`src/rtl/serial_prefix_encoder.sv`:
```
// Purpose : encodes 2-bit symbols into left-justified prefix codewords sent MSB-first on a 1-bit line.
// Latency : first codeword bit is visible the cycle after the symbol is accepted.
// Backpressure: out_ready low freezes x/x_valid/x_last; sym_ready reopens only on the final-bit transfer.
module serial_prefix_encoder #(
    parameter int               MAXLEN = 4,
    parameter logic [MAXLEN-1:0] CODE0 = 4'b0000,
    parameter logic [MAXLEN-1:0] CODE1 = 4'b1000,
    parameter logic [MAXLEN-1:0] CODE2 = 4'b1100,
    parameter logic [MAXLEN-1:0] CODE3 = 4'b1110,
    parameter int               LEN0   = 1,
    parameter int               LEN1   = 2,
    parameter int               LEN2   = 3,
    parameter int               LEN3   = 3
) (
    input  logic       clk,
    input  logic       rst_n,
    input  logic [1:0] sym,
    input  logic       sym_valid,
    output logic       sym_ready,
    input  logic       out_ready,
    output logic       x,
    output logic       x_valid,
    output logic       x_last,
    output logic       busy,
    output logic [7:0] sym_count
);

    // Bit counter only ever holds LEN-1, so log2(MAXLEN) bits suffice.
    localparam int CW = (MAXLEN > 1) ? $clog2(MAXLEN) : 1;

    typedef enum logic {IDLE, SEND} state_t;

    state_t            state_q;
    // Holds the bits still to be sent after the one currently on x.
    logic [MAXLEN-1:0] shift_q;
    // Number of bits remaining after the one currently on x.
    logic [CW-1:0]     cnt_q;
    logic              x_q;
    logic              x_valid_q;
    logic              x_last_q;
    logic [7:0]        sym_count_q;

    logic [MAXLEN-1:0] load_code;
    int                load_len;
    logic              accept;
    logic              xfer;

    // Codeword and length lookup for the symbol currently offered.
    always_comb begin
        load_code = CODE0;
        load_len  = LEN0;
        case (sym)
            2'd0: begin load_code = CODE0; load_len = LEN0; end
            2'd1: begin load_code = CODE1; load_len = LEN1; end
            2'd2: begin load_code = CODE2; load_len = LEN2; end
            default: begin load_code = CODE3; load_len = LEN3; end
        endcase
    end

    // A new symbol can enter when idle, or exactly as the last bit of the current codeword leaves.
    assign sym_ready = rst_n && ((state_q == IDLE) || (x_valid_q && x_last_q && out_ready));
    assign accept    = sym_valid && sym_ready;
    assign xfer      = x_valid_q && out_ready;

    // Encoder FSM: loads codewords, shifts bits out on each transfer, counts completed codewords.
    always_ff @(posedge clk) begin
        if (!rst_n) begin
            state_q     <= IDLE;
            shift_q     <= '0;
            cnt_q       <= '0;
            x_q         <= 1'b0;
            x_valid_q   <= 1'b0;
            x_last_q    <= 1'b0;
            sym_count_q <= 8'd0;
        end else begin
            if (xfer && x_last_q) begin
                sym_count_q <= sym_count_q + 8'd1;
            end
            if (accept) begin
                // Same load path whether coming from IDLE or chaining behind a final bit.
                state_q   <= SEND;
                x_q       <= load_code[MAXLEN-1];
                shift_q   <= {load_code[MAXLEN-2:0], 1'b0};
                cnt_q     <= CW'(load_len - 1);
                x_valid_q <= 1'b1;
                x_last_q  <= (load_len == 1);
            end else if (xfer) begin
                if (x_last_q) begin
                    state_q   <= IDLE;
                    x_q       <= 1'b0;
                    x_valid_q <= 1'b0;
                    x_last_q  <= 1'b0;
                    shift_q   <= '0;
                    cnt_q     <= '0;
                end else begin
                    x_q      <= shift_q[MAXLEN-1];
                    shift_q  <= {shift_q[MAXLEN-2:0], 1'b0};
                    cnt_q    <= cnt_q - CW'(1);
                    x_last_q <= (cnt_q == CW'(1));
                end
            end
        end
    end

    assign x         = x_q;
    assign x_valid   = x_valid_q;
    assign x_last    = x_last_q;
    assign busy      = (state_q == SEND);
    assign sym_count = sym_count_q;

endmodule
```
`config.mk`:
```
export PLATFORM = sky130hd
export DESIGN_NAME = serial_prefix_encoder
export DESIGN_NICKNAME = d
export VERILOG_FILES = /design/src/rtl/serial_prefix_encoder.sv
export SDC_FILE = /design/constraint.sdc
export NUM_CORES = 1
export LEC_CHECK = 0
export CAP_MARGIN = 15
export CORE_MARGIN = 3
export CORE_UTILIZATION = 47
export CTS_CLUSTER_SIZE = 10
export DETAILED_ROUTE_END_ITERATION = 10
export PLACE_DENSITY_LB_ADDON = 0.12
export REMOVE_ABC_BUFFERS = 1
export SLEW_MARGIN = 20
export SYNTH_ARGS = -nofsm -noshare
export SYNTH_HDL_FRONTEND = slang
export SYNTH_SLANG_ARGS = --single-unit
```
`constraint.sdc`:
```
create_clock -name clk -period 1.7 [get_ports clk]
set_input_delay 0.17 -clock clk [delete_from_list [all_inputs] [get_ports clk]]
set_output_delay 0.17 -clock clk [all_outputs]
set_load 0.01 [all_outputs]
```
; ---- Word level (Yosys, flattened, before mapping)
; Index checks and enable logic that the tools add are counted.
[totals]
regBits = 17
inputBits = 6
word_cells = 45
[classes]
addsub = 3
eq_ne = 4
n_mux = 17
bitwise = 2
reduce_logical = 12
[ops]
columns = cell, count
row1 = equality test 32 x 2 -> 1 bit (second input constant), 1
row2 = 2-to-1 mux 4 bit, 3
row3 = one-hot mux 4 bit (3 select lines), 1
row4 = 2-to-1 mux 1 bit, 9
row5 = adder 8 x 1 -> 8 bit (second input constant), 1
row6 = logical AND 1 bit, 6
row7 = 2-to-1 mux 2 bit, 3
row8 = equality test 2 x 1 -> 1 bit (second input constant), 2
row9 = one-hot mux 2 bit (2 select lines), 1
row10 = nonzero test 2 bit, 2
row11 = equality test 2 bit (second input constant), 1
row12 = logical NOT 2 bit, 1
row13 = inverter 1 bit, 2
row14 = AND reduction 2 bit, 1
row15 = OR reduction 2 bit, 1
row16 = subtractor 2 x 1 -> 2 bit (second input constant), 1
row17 = subtractor 2 bit (second input constant), 1
row18 = logical OR 1 bit, 1

; ---- Logic depth before layout (Yosys ltp)
; Gate-level depths: netlist (run 1).
[logic_depth]
depth_word = 7
mapped_depth = 4
mapped_depth_nobuf = 4

; ---- Least setup slack after synthesis (run 1)
; No wires, ideal clock.
[synth_path]
kind = register -> register
from = register sym_count_q[0], in the netlist sym_count[0]
to = register sym_count_q[6], in the netlist sym_count[6]
setup_time_ns = 0.071
arrival_ns = 1.279
required_ns = 1.629
slack_ns = 0.350
stages_incl_launch_ff = 5
n_path_buf = 0
period_less_slack_ns = 1.350
path_cell_list = dfxtp_1 ha_1 nand3_1 or4_1 a21oi_1
[synth_via]
elab_chain_cells = 1
[synth_lines]
columns = item, line
row1 = from (decl), 41  ; logic [7:0] sym_count_q;
row2 = from (signal assigned), 77  ; sym_count_q <= sym_count_q + 8'd1;
row3 = adder 8 x 1 -> 8 bit, 77
; Every way passes these cells.
; A chain may end at the register's enable or synchronous reset.

==> out/qor.txt, run 1 <==
Post-CTS resize count: 1
Die height: 46.86 um
Cell area after synthesis: 784.5 um^2
Core footprint: 0.001541 mm^2
Port-buffer cells: 18
Root buf cell: clkbuf_4
Clock tree sinks: 15
Number of register bits inferred by synthesis: 15
PnR Total Power: 0.7032 mW
Fmax: 640.7 MHz
Largest net degree at the start of global routing: 16
Layout cells sized above 1: 0.1652
Via count: 758
Inserted Diodes: 0
# DRC: 0
Top cell type's share of synthesized area: 0.3828
Register area share after synthesis: 0.3828
Layout Nets: 124
Initial antenna violation count: 0
Post-synth ARST share: 0
Final setup vio count: 0
CTS tree: yes
Slowest-stage cell, CP: clkdlybuf4s50_1
PD cells: 673.1 mW/mm^2
Syn_area_per_cell: 8.815 um^2
Hold WC Path Type: flop to flop
Crit-path max cell delay: 0.54 ns
Iter 0 DRT Violations: 13
RSZ-0062 raised after global routing: no
Period Utilization, post-route: 0.9181
Worst EP arrival: 1.39 ns
Req. time, crit path: 1.53 ns
Mapped Cells: 89
Synth area leader: dfxtp_1
Die Width: 46.86 um
Latest clock arrival within the worst-skew pair: 0.28 ns
Post-synthesis cell type count: 34
Worst IR Drop VDD: 0.5961 mV
Placement Rows: 14
Final WL: 1718 um
Delay-heaviest family, CP: buffers and inverters
Global-route wire length before repair: 2822 um
Area delta synth->final: 33.17%
Average wire per standard cell: 13.11 um
Crit Path Category: flop to output port
Placer Congestion: 0.7681
Buf/Inv on CP: 2
H-tree Lvls: 1
Synth cell count leaders: 15 x dfxtp_1, 9 x nor2_1, 7 x a21oi_1
Vias per inst: 5.786
Relative slew slack: 0.8588
Top-count cell post-synth: dfxtp_1
ANT nets after route: 0
Post-layout min period: 1.561 ns
Warnings from Yosys: 0
Clock Skew: 0.001526 ns
Setup TNS: 0 ns
DP Area: 0.001013 mm^2
Final Slew Violations: 0
Slew of the pin with the lowest slew margin: 0.2101 ns
CP Max Fanout: 9
Die area: 0.002195 mm^2
First-pass iteration count of the detailed router: 4
Clock-pin slew on the worst setup and hold paths: 0.09 ns
Maximum buffer depth of the clock tree: 2
Final Hold Fails: 0
CP endpoint kind: output port
Post-synth EDFFs: 0
GRT Util Overall: 0.1821
Crit-path cells: buf_4 > clkdlybuf4s50_1
Hold-fix buffers, CTS: 0
Initial core utilization: 0.5089
Dpl hpwl: 1298 um
Post-CTS setup buffers: 0
TritonCTS buffer count: 3
Post-route cell area: 0.001045 mm^2
Total of max-cap violations: 0
Grt total ovfl: 0
Boundary pin count: 19
CP Launch Type: flop
Vias in the first global route: 640
Leak: 0.4075 nW
Largest cells by area after synthesis: dfxtp_1 38%, a21oi_1 4.5%, nor2_1 4.3%
Dominant synthesized flop cell: dfxtp_1
Status: finished, final reports clean
[layout make-up]
type	count	area [um^2]
flip-flops and latches	15	302.8
clock buffers	4	26.28
multi-input cells	66	434.2
well taps	16	20.02
repair buffers	27	250.2
fillers	133	496.7
inverters	3	11.26
[state kept, by name (all words and copies together) (netlist names)]
signal / flops
x: 1
x_valid: 1
cnt_q: 2
sym_count: 8
x_last: 1
shift_q: 2
[cells in the final DEF, fill, tap and decap left out, drive strengths merged, types with 2 or more instances in the layout]
| cell | count |
|---|---|
| clkbuf | 4 |
| a311oi | 2 |
| or3 | 3 |
| o21ai | 4 |
| nand2 | 6 |
| ha | 2 |
| nor2b | 3 |
| nand4b | 3 |
| or4 | 2 |
| clkdlybuf4s50 | 17 |
| buf | 9 |
| dfxtp | 15 |
| nor2 | 9 |
| inv | 3 |
| nand3 | 3 |
| xor2 | 2 |
| a21oi | 7 |
| mux2i | 2 |
| nor3 | 2 |
| o31ai | 2 |
| nand4 | 5 |
[per-layer routing]
metal,part of all wire,track usage
met4,0.0081,0.04972
met2,0.42,0.2683
met3,0.070,0.06130
met1,0.50,0.2535
met5,0,0
[tightest hold or removal path, cell delays in order (launching register included)]
cell and delay [ns]:
dfxtp_1 0.32, nand2_1 0.05, a311oi_1 0.07
[worst paths after layout]
| path | from | to | slack, ns | cells after the start |
|---|---|---|---|---|
| max | x_valid | busy | 0.14 | 2 |
| min | x | x | 0.48 | 2 |
| max reg2reg | sym_count[0] | sym_count[6] | 0.32 | 4 |
| min reg2reg | x | x | 0.48 | 2 |
[report_power, final]
group          switching [mW]  total, mW  internal [mW]  leakage [nW]
combinational          0.0578      0.123         0.0648         0.270
sequential             0.0133      0.378          0.365         0.123
clock                   0.111      0.203         0.0910        0.0150
[per-stage QoR]
| stage | hold slack, ns | cells | utilization | setup WS (ns) |
|---|---|---|---|---|
| floorplan | 0.2907 | 84 | - | 0.1749 |
| global placement | 0.4637 | 127 | 0.6575 | 0.07681 |
| detailed placement | 0.4713 | 127 | 0.6575 | 0.04776 |
| CTS | 0.4843 | 131 | 0.6753 | 0.01188 |
| global route | 0.5041 | 131 | 0.6778 | 0.07643 |
| finish | 0.4828 | 131 | 0.6778 | 0.1393 |
[logic make-up (layout without fill, tap and decap cells)]
family / after synthesis / count (layout) / share of synthesized area
xor+xnor: 2 / 2 / 0.02233
buf+inv: 8 / 34 / 0.06379
mux: 2 / 2 / 0.02552
fa+ha+maj: 2 / 2 / 0.03189
compound gates: 22 / 22 / 0.1850
simple gates: 38 / 38 / 0.2887
flops: 15 / 15 / 0.3828
No activity file was read; power rests on OpenSTA's default activity.
==> run 2: changes to the inputs <==
--- a/config.mk
+++ b/config.mk
@@ -6,7 +6,6 @@
 export NUM_CORES = 1
 export LEC_CHECK = 0
 export CAP_MARGIN = 15
-export CORE_MARGIN = 3
 export CORE_UTILIZATION = 47
 export CTS_CLUSTER_SIZE = 10
 export DETAILED_ROUTE_END_ITERATION = 10
==> out/qor.txt, run 2 (synthesized netlist as in run 1, its figures left out) <==
Setup TNS: 0 ns
Inserted Diodes: 0
Most common cell after layout, fill and taps aside: clkdlybuf4s50_1
Largest net degree at the start of global routing: 16
Period Utilization, post-route: 0.8733
Switch share: 0.2767
PD cells: 689.4 mW/mm^2
Post-CTS resize count: 2
Via count: 804
Sequential Power Share: 0.528
Crit-path max cell delay: 0.58 ns
Delay-heaviest family, CP: buffers and inverters
Die area: 0.001837 mm^2
Non-Filler Instances: 131
Switching power: 0.1993 mW
PnR Total Power: 0.7203 mW
Hold-fix buffers, CTS: 0
Latest clock arrival within the worst-skew pair: 0.29 ns
ANT nets after route: 0
Fmax: 673.5 MHz
First-pass iteration count of the detailed router: 4
CP startpoint: sym_count[2]
Placement Rows: 14
Final Hold Fails: 0
RSZ-0062 raised after global routing: no
Clock-pin slew on the worst setup and hold paths: 0.09 ns
Core footprint: 0.001524 mm^2
Initial antenna violation count: 0
Final WL: 1834 um
Stages on worst setup path: 1
Vias per inst: 6.137
TritonCTS buffer count: 3
Die Width: 42.86 um
Cells after DPL: 127
# DRC: 0
Post-layout min period: 1.485 ns
Initial core utilization: 0.5148
Worst IR Drop VDD: 0.4503 mV
Crit Path Category: flop to output port
Internal power: 0.5209 mW
Placer Congestion: 0.8131
Area delta synth->final: 33.17%
CP Max Fanout: 4
Slowest-stage cell, CP: clkdlybuf4s50_1
Req. time, crit path: 1.53 ns
CP Launch Type: flop
Clock tree sinks: 15
Vias in the first global route: 725
Buf/Inv on CP: 1
Status: finished, final reports clean
Layout cells sized above 1: 0.1652
Iter 0 DRT Violations: 19
GRT Util Overall: 0.2187
R2r startpoint: sym_count[0]
Port-buffer cells: 18
CTS tree: yes
Layout Nets: 124
Post-CTS setup buffers: 0
Crit-path cells: clkdlybuf4s50_1
H-tree Lvls: 1
Global-route wire length before repair: 2994 um
Hold WC Path Type: flop to flop
Final setup vio count: 0
Worst EP arrival: 1.31 ns
Clock Skew: 0.001560 ns
Leak: 0.4075 nW
CP endpoint kind: output port
Relative slew slack: 0.8498
Commonest non-fill, non-tap cells in the layout: 17 x clkdlybuf4s50_1, 13 x dfxtp_1, 9 x nor2_1, 9 x buf_4, 7 x a21oi_1
FF-to-FF path depth: 4
Largest register FFs: 8
Clock share of power: 0.302
Die height: 42.86 um
Root buf cell: clkbuf_4
DP Worst Slack: 0.05054 ns
Boundary pin count: 19
Maximum buffer depth of the clock tree: 2
Slew of the pin with the lowest slew margin: 0.2238 ns
Hold Crit Depth: 2
Comb power frac: 0.170
Worst setup margin: 0.2153 ns
Average wire per standard cell: 14.00 um
Dpl hpwl: 1341 um
Total of max-cap violations: 0
Grt total ovfl: 0
Worst hold path startpoint: x
Final Slew Violations: 0
## run 2: cell counts in the layout (fill, tap and decap cells not counted)
Identical to the previous run, type by type.
## run 2: final cells by class
class	instances	area, um^2
clock buffers	4	26.28
flip-flops and latches	15	302.8
multi-input cells	66	434.2
repair buffers	27	250.2
fillers	137	479.2
well taps	16	20.02
inverters	3	11.26
## run 2: path summary, 6_finish.rpt
kind                                endpoint  slack, ns
worst max-delay path            sym_count[2]       0.22
worst min-delay path                       x       0.48
worst max register to register  sym_count[6]       0.29
worst min register to register             x       0.48
## run 2: power groups by stage
stage | clock network [mW] | logic, mW | registers [mW]
after global routing | 0.229 | 0.133 | 0.382
final | 0.218 | 0.122 | 0.380
after global placement | 0 | 0.120 | 0.386
after detailed placement | 0 | 0.121 | 0.387
after CTS | 0.221 | 0.122 | 0.380
after floorplan | 0 | 0.0497 | 0.390
## run 2: layer usage
metal  wire length, um  GRT usage  share of wire
met3               128    0.04255          0.070
met1               819     0.2665           0.45
met5                 0          0              0
met2               853     0.3455           0.47
met4                33     0.1438          0.018
## run 2: stage by stage
step	util	hold slack, ns	cell area (um^2)
5_1_grt	0.6856	0.5416	1045
6_report	0.6856	0.4833	1045
4_1_cts	0.6839	0.4826	1042
3_5_place_dp	0.6650	0.4695	1013
3_3_place_gp	0.6650	0.4666	1013
2_1_floorplan	-	0.2907	745.7
==> run 3: changes to the inputs <==
--- a/config.mk
+++ b/config.mk
@@ -6,6 +6,7 @@
 export NUM_CORES = 1
 export LEC_CHECK = 0
 export CAP_MARGIN = 15
+export CORE_MARGIN = 2
 export CORE_UTILIZATION = 47
 export CTS_CLUSTER_SIZE = 10
 export DETAILED_ROUTE_END_ITERATION = 10
==> out/qor.txt, run 3 (synthesized netlist as in run 1, its figures left out) <==
Final Slew Violations: 0
Worst IR Drop VDD: 0.5951 mV
FF-to-FF path depth: 4
Hold Slack: 0.4869 ns
Non-Filler Instances: 131
Clock share of power: 0.292
Global-route wire length before repair: 2622 um
Vias per inst: 5.687
Via count: 745
CP Launch Type: flop
Switching power: 0.1849 mW
Root buf cell: clkbuf_4
Vias in the first global route: 584
Req. time, crit path: 1.53 ns
FF-to-FF End: sym_count[6]
Final Hold Fails: 0
Die height: 44.86 um
Most common cell after layout, fill and taps aside: clkdlybuf4s50_1
Die Width: 44.86 um
Largest register FFs: 8
Period Utilization, post-route: 0.9461
Post-route cell area: 0.001040 mm^2
Clock Skew: 0.005774 ns
Maximum buffer depth of the clock tree: 2
Layout cells sized above 1: 0.1565
Slew of the pin with the lowest slew margin: 0.2858 ns
Placer Congestion: 0.8021
Die area: 0.002012 mm^2
FF-to-FF setup slack: 0.33 ns
Worst hold path startpoint: x
Initial antenna violation count: 0
Commonest non-fill, non-tap cells in the layout: 17 x clkdlybuf4s50_1, 14 x dfxtp_1, 9 x nor2_1, 9 x buf_4, 7 x a21oi_1
Switch share: 0.2622
Area delta synth->final: 32.54%
CP endpoint kind: output port
GRT Util Overall: 0.1867
Grt total ovfl: 0
Clock tree sinks: 15
Latest clock arrival within the worst-skew pair: 0.29 ns
Status: finished, final reports clean
Fill cell count: 135
Hold-fix buffers, CTS: 0
Post-CTS setup buffers: 0
# DRC: 0
Hold Path Sink: x
Setup TNS: 0 ns
Crit-path cells: a21boi_2 > nor2_1 > clkdlybuf4s50_1
Final setup vio count: 0
RSZ-0062 raised after global routing: no
Initial core utilization: 0.5089
Post-CTS resize count: 2
Port-buffer cells: 18
Crit-path max cell delay: 0.54 ns
R2r startpoint: sym_count[0]
Post-layout min period: 1.608 ns
Worst EP arrival: 1.44 ns
Total of max-cap violations: 0
Fmax: 621.8 MHz
DP Area: 0.001013 mm^2
Final WL: 1636 um
Inserted Diodes: 0
ANT nets after route: 0
Cells after DPL: 127
Layout Nets: 124
CTS tree: yes
Leak: 0.3968 nW
Hold Crit Depth: 2
Placement Rows: 14
Hold WC Path Type: flop to flop
H-tree Lvls: 1
Dpl hpwl: 1220 um
CP Max Fanout: 6
Iter 0 DRT Violations: 13
Largest net degree at the start of global routing: 16
Slowest-stage cell, CP: clkdlybuf4s50_1
Clock-pin slew on the worst setup and hold paths: 0.09 ns
PD cells: 678.3 mW/mm^2
TritonCTS buffer count: 3
Internal power: 0.5204 mW
Crit Path Category: flop to output port
Core footprint: 0.001541 mm^2
Relative slew slack: 0.8095
Average wire per standard cell: 12.49 um
First-pass iteration count of the detailed router: 4
Boundary pin count: 19
Sequential Power Share: 0.534
Comb power frac: 0.174
==> run 3: cell count changes in the layout (fill, tap and decap cells not counted) <==
cell / change
dfxtp_1: +1
dfxtp_2: -1
dlygate4sd2_1: +1
dlymetal6s2s_1: -1
==> run 3: worst max-delay path by stage <==
stage,startpoint,to,slack [ns]
2_1_floorplan,x_valid,sym_count[6],0.17
3_3_place_gp,out_ready,sym_ready,-0.01
3_5_place_dp,out_ready,sym_ready,-0.006
4_1_cts,x_valid,sym_ready,0.08
5_1_grt,x_valid,sym_ready,0.03
6_report,x_last,sym_ready,0.09
==> run 3: metrics by stage <==
stage / power [mW] / util / worst slack (ns)
CTS: 0.7093 / 0.6745 / 0.08260
finish: 0.7053 / 0.6745 / 0.09168
global route: 0.7447 / 0.6745 / 0.03004
floorplan: 0.4402 / - / 0.1749
global placement: 0.5057 / 0.6575 / -0.009587
detailed placement: 0.5074 / 0.6575 / -0.005535
==> run 3: power by group through the flow <==
stage               registers (mW)  logic [mW]  clock network, mW
finish                       0.377       0.123              0.206
global route                 0.379       0.134              0.232
CTS                          0.377       0.122              0.210
detailed placement           0.384       0.123                  0
global placement             0.384       0.122                  0
floorplan                    0.390      0.0497                  0
==> run 3: worst max-delay path, delay by kind of cell, from the launching register on <==
| family | cells | cell delay [ns] |
|---|---|---|
| buffers and inverters | 1 | 0.54 |
| flip-flops | 1 | 0.43 |
| AO/OA/AOI/OAI | 1 | 0.08 |
| AND/OR/NAND/NOR | 1 | 0.09 |
==> run 3: layout make-up <==
| class | count | area, um^2 | share of cell area |
|---|---|---|---|
| Multi-Input combinational cell | 66 | 434.2 | 0.4176 |
| Sequential cell | 15 | 301.5 | 0.2900 |
| Timing Repair Buffer | 27 | 246.5 | 0.2371 |
| Clock buffer | 4 | 26.28 | 0.02527 |
| Tap cell | 16 | 20.02 | 0.01925 |
| Inverter | 3 | 11.26 | 0.01083 |
==> run 3: metal layers <==
layer / GRT usage / up-vias / part of all wire
met4: 0.07059 / 0 / 0.011
li1: - / 380 / -
met2: 0.2406 / 17 / 0.41
met1: 0.2700 / 346 / 0.52
met3: 0.08400 / 2 / 0.054
met5: 0 / - / 0
